==> src/rtl/pkg_mpu.sv <==
// Shared types and default sizing for the MPU commit path.
package pkg_mpu;

   localparam int NUM_TPU     = 4;
   localparam int WIDTH_ISSUE = 8;
   localparam int BUFF_SIZE   = 8;
   localparam int TIMEOUT_CYC = 1024;

   typedef struct packed {
      logic                   v;
      logic [NUM_TPU-1:0]     en_tpu;
      logic [NUM_TPU-1:0]     commit;
      logic [WIDTH_ISSUE-1:0] issue_no;
   } commit_agg_entry_t;

endpackage

==> src/rtl/commit_entry_match.sv <==
// Oldest-candidate search for one TPU commit channel, scanning the ring from the read pointer.
module commit_entry_match #(
   parameter int BUFF_SIZE   = pkg_mpu::BUFF_SIZE,
   parameter int WIDTH_ISSUE = pkg_mpu::WIDTH_ISSUE
) (
   input  logic                             req,
   input  logic [WIDTH_ISSUE-1:0]           commit_no,
   input  logic [$clog2(BUFF_SIZE)-1:0]     rd_ptr,
   input  logic [BUFF_SIZE-1:0]             v,
   input  logic [BUFF_SIZE-1:0]             en,
   input  logic [BUFF_SIZE-1:0]             done,
   input  logic [BUFF_SIZE*WIDTH_ISSUE-1:0] issue_nos,
   output logic                             hit,
   output logic [$clog2(BUFF_SIZE)-1:0]     hit_idx
);

   localparam int PW = $clog2(BUFF_SIZE);

   logic [PW-1:0] slot;

   always_comb begin
      hit     = 1'b0;
      hit_idx = '0;
      slot    = '0;
      for (int k = 0; k < BUFF_SIZE; k++) begin
         slot = rd_ptr + PW'(k);
         if (!hit && req && v[slot] && en[slot] && !done[slot] &&
             issue_nos[slot*WIDTH_ISSUE +: WIDTH_ISSUE] == commit_no) begin
            hit     = 1'b1;
            hit_idx = slot;
         end
      end
   end

endmodule

==> src/rtl/commit_aggregator.sv <==
// In-order commit aggregator: tracks outstanding issues, gathers per-TPU commits,
// retires completed heads to the MPU over a valid/ack handshake.
module commit_aggregator #(
   parameter int NUM_TPU     = pkg_mpu::NUM_TPU,
   parameter int BUFF_SIZE   = pkg_mpu::BUFF_SIZE,
   parameter int WIDTH_ISSUE = pkg_mpu::WIDTH_ISSUE,
   parameter int TIMEOUT_CYC = pkg_mpu::TIMEOUT_CYC
) (
   input  logic                           clock,
   input  logic                           reset,
   input  logic                           I_Req,
   input  logic [NUM_TPU-1:0]             I_En_TPU,
   input  logic [WIDTH_ISSUE-1:0]         I_Issue_No,
   input  logic [NUM_TPU-1:0]             I_Commit_Req,
   input  logic [NUM_TPU*WIDTH_ISSUE-1:0] I_Commit_No,
   output logic                           O_Commit_Req,
   input  logic                           I_Commit_Ack,
   output logic [WIDTH_ISSUE-1:0]         O_Commit_No,
   output logic                           O_Full,
   output logic                           O_Empty,
   output logic [$clog2(BUFF_SIZE):0]     O_Num,
   output logic                           O_Err_Orphan,
   output logic                           O_Err_Overflow,
   output logic                           O_Err_Timeout
);

   localparam int PW = $clog2(BUFF_SIZE);
   localparam int NW = PW + 1;
   localparam int AW = (TIMEOUT_CYC > 0) ? $clog2(TIMEOUT_CYC + 1) : 1;
   localparam logic [AW-1:0] AGE_MAX = AW'(TIMEOUT_CYC);

   logic                   v        [BUFF_SIZE];
   logic [NUM_TPU-1:0]     en_tpu   [BUFF_SIZE];
   logic [NUM_TPU-1:0]     commit   [BUFF_SIZE];
   logic [WIDTH_ISSUE-1:0] issue_no [BUFF_SIZE];

   logic [PW-1:0] wr_ptr;
   logic [PW-1:0] rd_ptr;
   logic [NW-1:0] num;
   logic [AW-1:0] age;
   logic          err_orphan;
   logic          err_overflow;
   logic          err_timeout;

   logic [BUFF_SIZE-1:0]                v_vec;
   logic [NUM_TPU-1:0][BUFF_SIZE-1:0]   en_col;
   logic [NUM_TPU-1:0][BUFF_SIZE-1:0]   cmt_col;
   logic [BUFF_SIZE*WIDTH_ISSUE-1:0]    issue_flat;
   logic [NUM_TPU-1:0]                  hit;
   logic [NUM_TPU-1:0][PW-1:0]          hit_idx;

   logic full;
   logic head_done;
   logic alloc;
   logic retire;

   always_comb begin
      v_vec      = '0;
      en_col     = '0;
      cmt_col    = '0;
      issue_flat = '0;
      for (int e = 0; e < BUFF_SIZE; e++) begin
         v_vec[e] = v[e];
         issue_flat[e*WIDTH_ISSUE +: WIDTH_ISSUE] = issue_no[e];
         for (int j = 0; j < NUM_TPU; j++) begin
            en_col[j][e]  = en_tpu[e][j];
            cmt_col[j][e] = commit[e][j];
         end
      end
   end

   for (genvar j = 0; j < NUM_TPU; j++) begin : g_match
      commit_entry_match #(
         .BUFF_SIZE   (BUFF_SIZE),
         .WIDTH_ISSUE (WIDTH_ISSUE)
      ) u_match (
         .req       (I_Commit_Req[j]),
         .commit_no (I_Commit_No[j*WIDTH_ISSUE +: WIDTH_ISSUE]),
         .rd_ptr    (rd_ptr),
         .v         (v_vec),
         .en        (en_col[j]),
         .done      (cmt_col[j]),
         .issue_nos (issue_flat),
         .hit       (hit[j]),
         .hit_idx   (hit_idx[j])
      );
   end

   // Full comes from registered occupancy, so a same-cycle retire never frees room for an allocation.
   assign full      = (num == NW'(BUFF_SIZE));
   assign head_done = v[rd_ptr] & (&(commit[rd_ptr] | ~en_tpu[rd_ptr]));
   assign alloc     = I_Req & ~full;
   assign retire    = head_done & I_Commit_Ack;

   always_ff @(posedge clock or posedge reset) begin
      if (reset) begin
         for (int e = 0; e < BUFF_SIZE; e++) begin
            v[e]        <= 1'b0;
            en_tpu[e]   <= '0;
            commit[e]   <= '0;
            issue_no[e] <= '0;
         end
         wr_ptr       <= '0;
         rd_ptr       <= '0;
         num          <= '0;
         age          <= '0;
         err_orphan   <= 1'b0;
         err_overflow <= 1'b0;
         err_timeout  <= 1'b0;
      end else begin
         if (alloc) begin
            v[wr_ptr]        <= 1'b1;
            en_tpu[wr_ptr]   <= I_En_TPU;
            commit[wr_ptr]   <= '0;
            issue_no[wr_ptr] <= I_Issue_No;
            wr_ptr           <= wr_ptr + 1'b1;
         end
         // Hits only land on valid entries, never on the free slot being allocated.
         for (int j = 0; j < NUM_TPU; j++) begin
            if (hit[j]) commit[hit_idx[j]][j] <= 1'b1;
         end
         if (retire) begin
            v[rd_ptr] <= 1'b0;
            rd_ptr    <= rd_ptr + 1'b1;
         end
         num          <= num + NW'(alloc) - NW'(retire);
         err_orphan   <= |(I_Commit_Req & ~hit);
         err_overflow <= I_Req & full;
         if (!v[rd_ptr] || retire) age <= '0;
         else if (age != AGE_MAX)  age <= age + 1'b1;
         if (TIMEOUT_CYC != 0 && age == AGE_MAX) err_timeout <= 1'b1;
      end
   end

   assign O_Commit_Req   = head_done;
   assign O_Commit_No    = issue_no[rd_ptr];
   assign O_Full         = full;
   assign O_Empty        = (num == '0);
   assign O_Num          = num;
   assign O_Err_Orphan   = err_orphan;
   assign O_Err_Overflow = err_overflow;
   assign O_Err_Timeout  = err_timeout;

endmodule
==> config.mk <==
export PLATFORM = sky130hd
export DESIGN_NAME = commit_aggregator
export DESIGN_NICKNAME = d
export VERILOG_FILES = /design/src/rtl/pkg_mpu.sv /design/src/rtl/commit_entry_match.sv /design/src/rtl/commit_aggregator.sv
export SDC_FILE = /design/constraint.sdc
export NUM_CORES = 1
export LEC_CHECK = 0
export CAP_MARGIN = 10
export CORE_MARGIN = 2
export CORE_UTILIZATION = 35
export CTS_BUF_LIST = sky130_fd_sc_hd__clkbuf_16
export DETAILED_ROUTE_END_ITERATION = 7
export PLACE_DENSITY = 0.49
export SYNTH_ARGS = -nofsm -noshare
export SYNTH_HDL_FRONTEND = slang
export SYNTH_SLANG_ARGS = --single-unit
==> constraint.sdc <==
create_clock -name clock -period 6.15 [get_ports clock]
set_clock_uncertainty 0.2 [all_clocks]
set_input_delay 1.845 -clock clock [delete_from_list [all_inputs] [get_ports clock]]
set_output_delay 1.845 -clock clock [all_outputs]
set_load 0.01 [all_outputs]
Word-level counts from Yosys, hierarchy flattened
Index checks and enable logic that the tools add are counted.
Word-level totals
  bits in registers: 160
  input bits: 52
  output and inout bits: 18
  word-level logic and storage cells: 612
Operators by class
  reductions and logical operators: 228
  shifts and indexed selects: 8
  eq/ne operators: 35
  add/sub/neg operators: 11
  $lt $le $gt $ge: 20
  bitwise logic cells: 24
  mux-type cells: 247
Operator list (number)
  64-bit by 7-bit indexed part select with 8-bit output: 8
  8-bit equality test: 32
  1-bit binary-select mux with 3-bit select: 73
  1-bit logical AND: 162
  32-bit two-way mux: 5
  32-bit OR: 4
  1-bit two-way mux: 109
  3-bit two-way mux: 33
  64-bit bitwise mux: 1
  1-bit zero test: 61
  4-bit demux with 3-bit select: 5
  8-bit two-way mux: 5
  32-bit AND: 1
  32-bit bitwise mux: 1
  3-bit by 4-bit < comparator with 1-bit output (second input constant): 8
  32-bit NOT: 1
  4-bit binary-select mux with 3-bit select: 2
  8-bit binary-select mux with 3-bit select: 1
  8-bit demux with 3-bit select: 1
  4-bit greater-or-equal comparator (second input constant): 6
  4-bit by 1-bit < comparator with 1-bit output (second input constant): 6
  4-bit two-way mux: 6
  3-bit NOT with 4-bit output: 6
  11-bit two-way mux: 2
  24 further kinds: 34

Depth between registers and ports, before layout
  depth after elaboration: 69
  depth in mapped cells: 24
  gate-level depth less buffers: 13

Cells and area by module
A second synthesis with hierarchy kept.
Second synthesis, totals
  cells, all modules: 2766
  area, all modules: 27435.1 µm²
By module, submodules not included
  commit_entry_match: area each 4993.5 µm², instances 4, cells each 522, sequential area each 0.0 µm²
  commit_aggregator: area each 7460.9 µm², instances 1, cells each 678, sequential area each 4003.8 µm²

Least setup slack after synthesis
No wires, ideal clock.
  path kind: register -> register
  from: register rd_ptr[1]
  to: register commit (netlist bit cmt_col[19])
  data arrival time: 4.903 ns
  path buffers: 9
  setup time: 0.122 ns
  data required time: 5.828 ns
  cell stages (with the launch flop): 21
  period minus slack after synthesis: 5.225 ns
  path slack: 0.925 ns
  cells stage by stage: dfrtp_1 -> inv_2 -> buf_2 -> buf_2 -> clkbuf_1 -> ha_1 -> buf_6 -> buf_6 -> buf_6 -> buf_4 -> buf_2 -> mux2i_1 -> mux4_2 -> xnor2_1 -> nor4_1 -> nand3_1 -> or3_1 -> a311o_1 -> and3_1 -> buf_6 -> a32o_1
On the way
  cells in the longest elaborated chain, start to end: 66
  elaborated cells between the ends (all ways): 491
  classes of those cells: add/sub: 7; order compare: 2; eq/ne: 32; shift: 8; mux: 217; bitwise: 8; reduce/logical: 217
Ends and longest elaborated chain
  start, declared: RTL line commit_aggregator.sv:38  | logic [PW-1:0] rd_ptr;
  start signal, assigned: RTL line commit_aggregator.sv:124  | rd_ptr <= rd_ptr + 1'b1;
  branches (longest 65 deep; another with 64-bit by 7-bit indexed part select with 8-bit output)
  32-bit two-way mux (*): RTL line commit_aggregator.sv:120  | if (hit[j]) commit[hit_idx[j]][j] <= 1'b1;
  end signal, assigned by index: RTL line commit_aggregator.sv:100  | commit[e] <= '0;
  end signal, assigned by index: RTL line commit_aggregator.sv:114  | commit[wr_ptr] <= '0;
  end signal, assigned by index: RTL line commit_aggregator.sv:120
  end, declared: RTL line commit_aggregator.sv:34  | logic [NUM_TPU-1:0] commit [BUFF_SIZE];
Every way passes the cells marked *. The select of a mux whose other input is x is not followed.
A chain may end at the register's enable or synchronous reset.

Final worst setup path
  from: register rd_ptr[0]
  to: output port O_Commit_Req
On the way
  cells in the longest elaborated chain, start to end: 8
  elaborated cells between the ends (all ways): 14
  classes of those cells: mux: 9; bitwise: 4; reduce/logical: 1
Ends and longest elaborated chain
  3-bit NOT with 4-bit output (not written as such) (*): RTL line commit_aggregator.sv:91  | assign head_done = v[rd_ptr] & (&(commit[rd_ptr] | ~en_tpu[rd_ptr]));
  4-bit binary-select mux with 3-bit select: RTL line commit_aggregator.sv:91
  4-bit two-way mux (not written as such) (2 in a row): RTL line commit_aggregator.sv:91
  4-bit NOT: RTL line commit_aggregator.sv:91
  4-bit OR: RTL line commit_aggregator.sv:91
  4-bit AND reduction: RTL line commit_aggregator.sv:91
  1-bit AND (*): RTL line commit_aggregator.sv:91
  end, declared: RTL line commit_aggregator.sv:16  | output logic O_Commit_Req,
Every way passes the cells marked *; elsewhere a longest branch is shown, timed or not. The select of a mux whose other input is x is not followed.

==> metrics.md <==
| Metric | Value |
|---|---|
| Reg-to-reg startpoint | `rd_ptr[0]` |
| Avg WL per Cell | `approximately 34 um` |
| Vias in the first global route | `16681` |
| Hold Path Depth | `2` |
| Area leader, netlist | `dfrtp_1` |
| Initial core utilization | `0.353` |
| Crit path DAT | `between 3000 and 4000 ps` |
| Sink Count | `160` |
| Drt drc | `0` |
| Rel. slew slack | `0.256` |
| HPWL after DPL | `between 70000 and 80000 um` |
| Post-Route WL | `93200 um` |
| Setup bufs post-CTS | `0` |
| Routed Antenna Nets | `0` |
| Worst Max-Slew Pin Slew | `between 1000 and 1500 ps` |
| Crit path cell chain | `buf_4 -> nor3b_1 -> a31oi_1 -> mux4_2 -> nand2_1 -> nor3_1 -> clkdlybuf4s50_1` |
| Tightest Hold Check Type | `flop to flop` |
| Sequential fraction of the synthesis area | `0.216` |
| CTS Buf Count | `17` |
| Dominant cells by area after synthesis | `dfrtp_1 (22%), mux4_2 (14%), xnor2_1 (8.4%)` |
| Via count | `17487` |
| Port Buffers | `69` |
| Crit share post-route | `0.944` |
| Family with the most delay on the worst path | `buffers and inverters` |
| Setup TNS | `0 ps` |
| Synthesized net count | `2024` |
| Vias per cell | `6.39` |
| Delay of the slowest critical-path stage | `around 750 ps` |
| EDFF count, synth | `0` |
| Grt ovf | `0` |
| Register area | `4010 sq um` |
| Chip Height | `234 um` |
| Routability cong. | `1.01` |
| R2r endpoint | `cmt_col[20]` |
| Worst EP required | `approximately 4100 ps` |
| RSZ-0062 raised after global routing | `false` |
| Startpoint Class | `flop` |
| Register-to-register path setup slack | `720 ps` |
| Htree depth | `4` |
| Primary FF master, synth | `dfrtp_1` |
| Syn Std Cell Area | `18500 sq um` |
| Filler cell count | `5206` |
| Yosys warns | `0` |
| Buf+Inv Stages, Crit Path | `2` |
| Area of the core | `between 50000 and 60000 sq um` |
| Die Wd | `~230 um` |
| Num rows | `84` |
| Final slew viol count | `0` |
| Final Hold Fails | `0` |
| First-pass iteration count of the detailed router | `6` |
| Initial antenna violation count | `3` |
| IO Count | `70` |
| Worst Hold Launch | `en_col[10]` |
| Synth cell count leaders | `nand2_1 (215), xnor2_1 (178), dfrtp_1 (160), mux2i_1 (125), mux4_2 (116)` |
| Clock Root Buffer | `clkbuf_16` |
| Latest clock arrival within the worst-skew pair | `about 480 ps` |
| GRT Total Usage | `0.344` |
| Clock period minus worst slack | `5800 ps` |
| CP max FO | `30` |
| Status | `finished clean` |
| Seq cells post-synth | `160` |
| First-pass GRT wire length | `between 100000 and 150000 um` |
| Mapped Avg Cell Area | `9.47 sq um` |
| Maxcap violations | `0` |
| Net count, final | `2102` |
| Hold-fix buffers, CTS | `0` |
| Worst-path clk slew | `~70 ps` |
| Count of different cell masters after synthesis | `~110` |
| CP max stage cell | `nor3_1` |
| Setup crit end kind | `output port` |
| Longest Clk Path Bufs | `2` |
| Ys async rst share | `1.00` |
| Share of cells above drive strength 1 | `0.219` |
| Hold worst-path end | `en_col[10]` |
| Post-CTS sizing | `0` |
| Synth top area share | `0.216` |
| Critical path class | `flop to output port` |
| DIE AREA | `54800 sq um` |
| Setup violators final | `0` |
| Multi-input gate area | `13400 sq um` |
| Synth Instances | `1956` |
| TritonCTS clock tree | `done` |
| Initial DRC Count | `2024` |
| Synth-to-Final Area Change | `12.6%` |
| Worst R2R Path Depth | `15` |
| Largest net degree at the start of global routing | `102` |
| FMAX | `172 MHz` |
| Most frequent cell after synthesis | `nand2_1` |
worst register-to-register path: cells and delay by family (launching register included):
family | cells | cell delay (ps)
fa+ha+maj | 1 | 650
compound gates | 7 | 1760
buf+inv | 4 | 1000
xor+xnor | 1 | 410
flops | 1 | 540
mux | 2 | 800
sequential cells by signal, indices dropped and copies added (netlist names), 3 cells and up:
signal and flops:
wr_ptr 3, issue_flat 64, v 8, O_Num 4
en_col 32, rd_ptr 3, age 11, cmt_col 32
worst max-delay path by stage:
stage                                from  slack, ps  cells past startpoint      endpoint
after floorplan                 rd_ptr[1]        920                     20   cmt_col[19]
after global placement    I_Commit_No[24]        480                     10   cmt_col[24]
after detailed placement  I_Commit_No[24]        430                     10   cmt_col[24]
after CTS                       rd_ptr[0]        320                      7  O_Commit_Req
after global routing            rd_ptr[0]        260                      7  O_Commit_Req
final                           rd_ptr[0]        350                      7  O_Commit_Req
area by class of cell:
class	instances	share of cell area
diodes	1	0.000120
clock buffers	17	0.0204
clock inverters	14	0.00707
inverters	58	0.0107
multi-input cells	1593	0.644
flip-flops and latches	160	0.192
well taps	688	0.0412
repair buffers	204	0.0840
cell families after synthesis:
family	count (synthesis)	share of synthesized area
mux	349	0.281
buf+inv	203	0.0618
fa+ha+maj	16	0.0112
simple gates	648	0.185
flops	160	0.216
compound gates	363	0.140
xor+xnor	217	0.105
metrics by stage:
step	setup WS (ps)	util	instances	hold WS, ps	area (sq um)
2_1_floorplan	925	-	1956	238	18500
3_3_place_gp	478	0.387	2703	253	20300
3_5_place_dp	432	0.387	2703	257	20300
4_1_cts	317	0.398	2734	273	20900
5_1_grt	263	0.398	2734	310	20900
6_report	346	0.398	2735	272	20900
routing by layer:
metal  vias up  track usage  routed length (um)
met5         -            0                  17
li1       7507            -                   -
met3       152       0.0413                5750
met1      9060        0.485               41600
met4         2        0.141                4120
met2       766        0.533               41700
cells in the final DEF, fill, tap and decap left out, drive strengths merged, types with 16 or more instances in the layout:
cell type,instances
mux4,119
nand3,54
xor2,37
nand2,215
mux2,93
inv,59
nor3b,16
a21oi,71
clkbuf,17
nand2b,25
buf,135
and3,30
mux2i,137
nor3,51
nor4,24
and2,21
xnor2,180
o22a,18
o22ai,20
clkdlybuf4s50,69
o21ai,58
a22oi,18
nand4,30
a31oi,20
dfrtp,160
nor2,91
a22o,18
nor2b,21
Power is left out: the tool's default activity adds up to more than one toggle a clock period on the data nets, which glitch-free logic cannot reach.
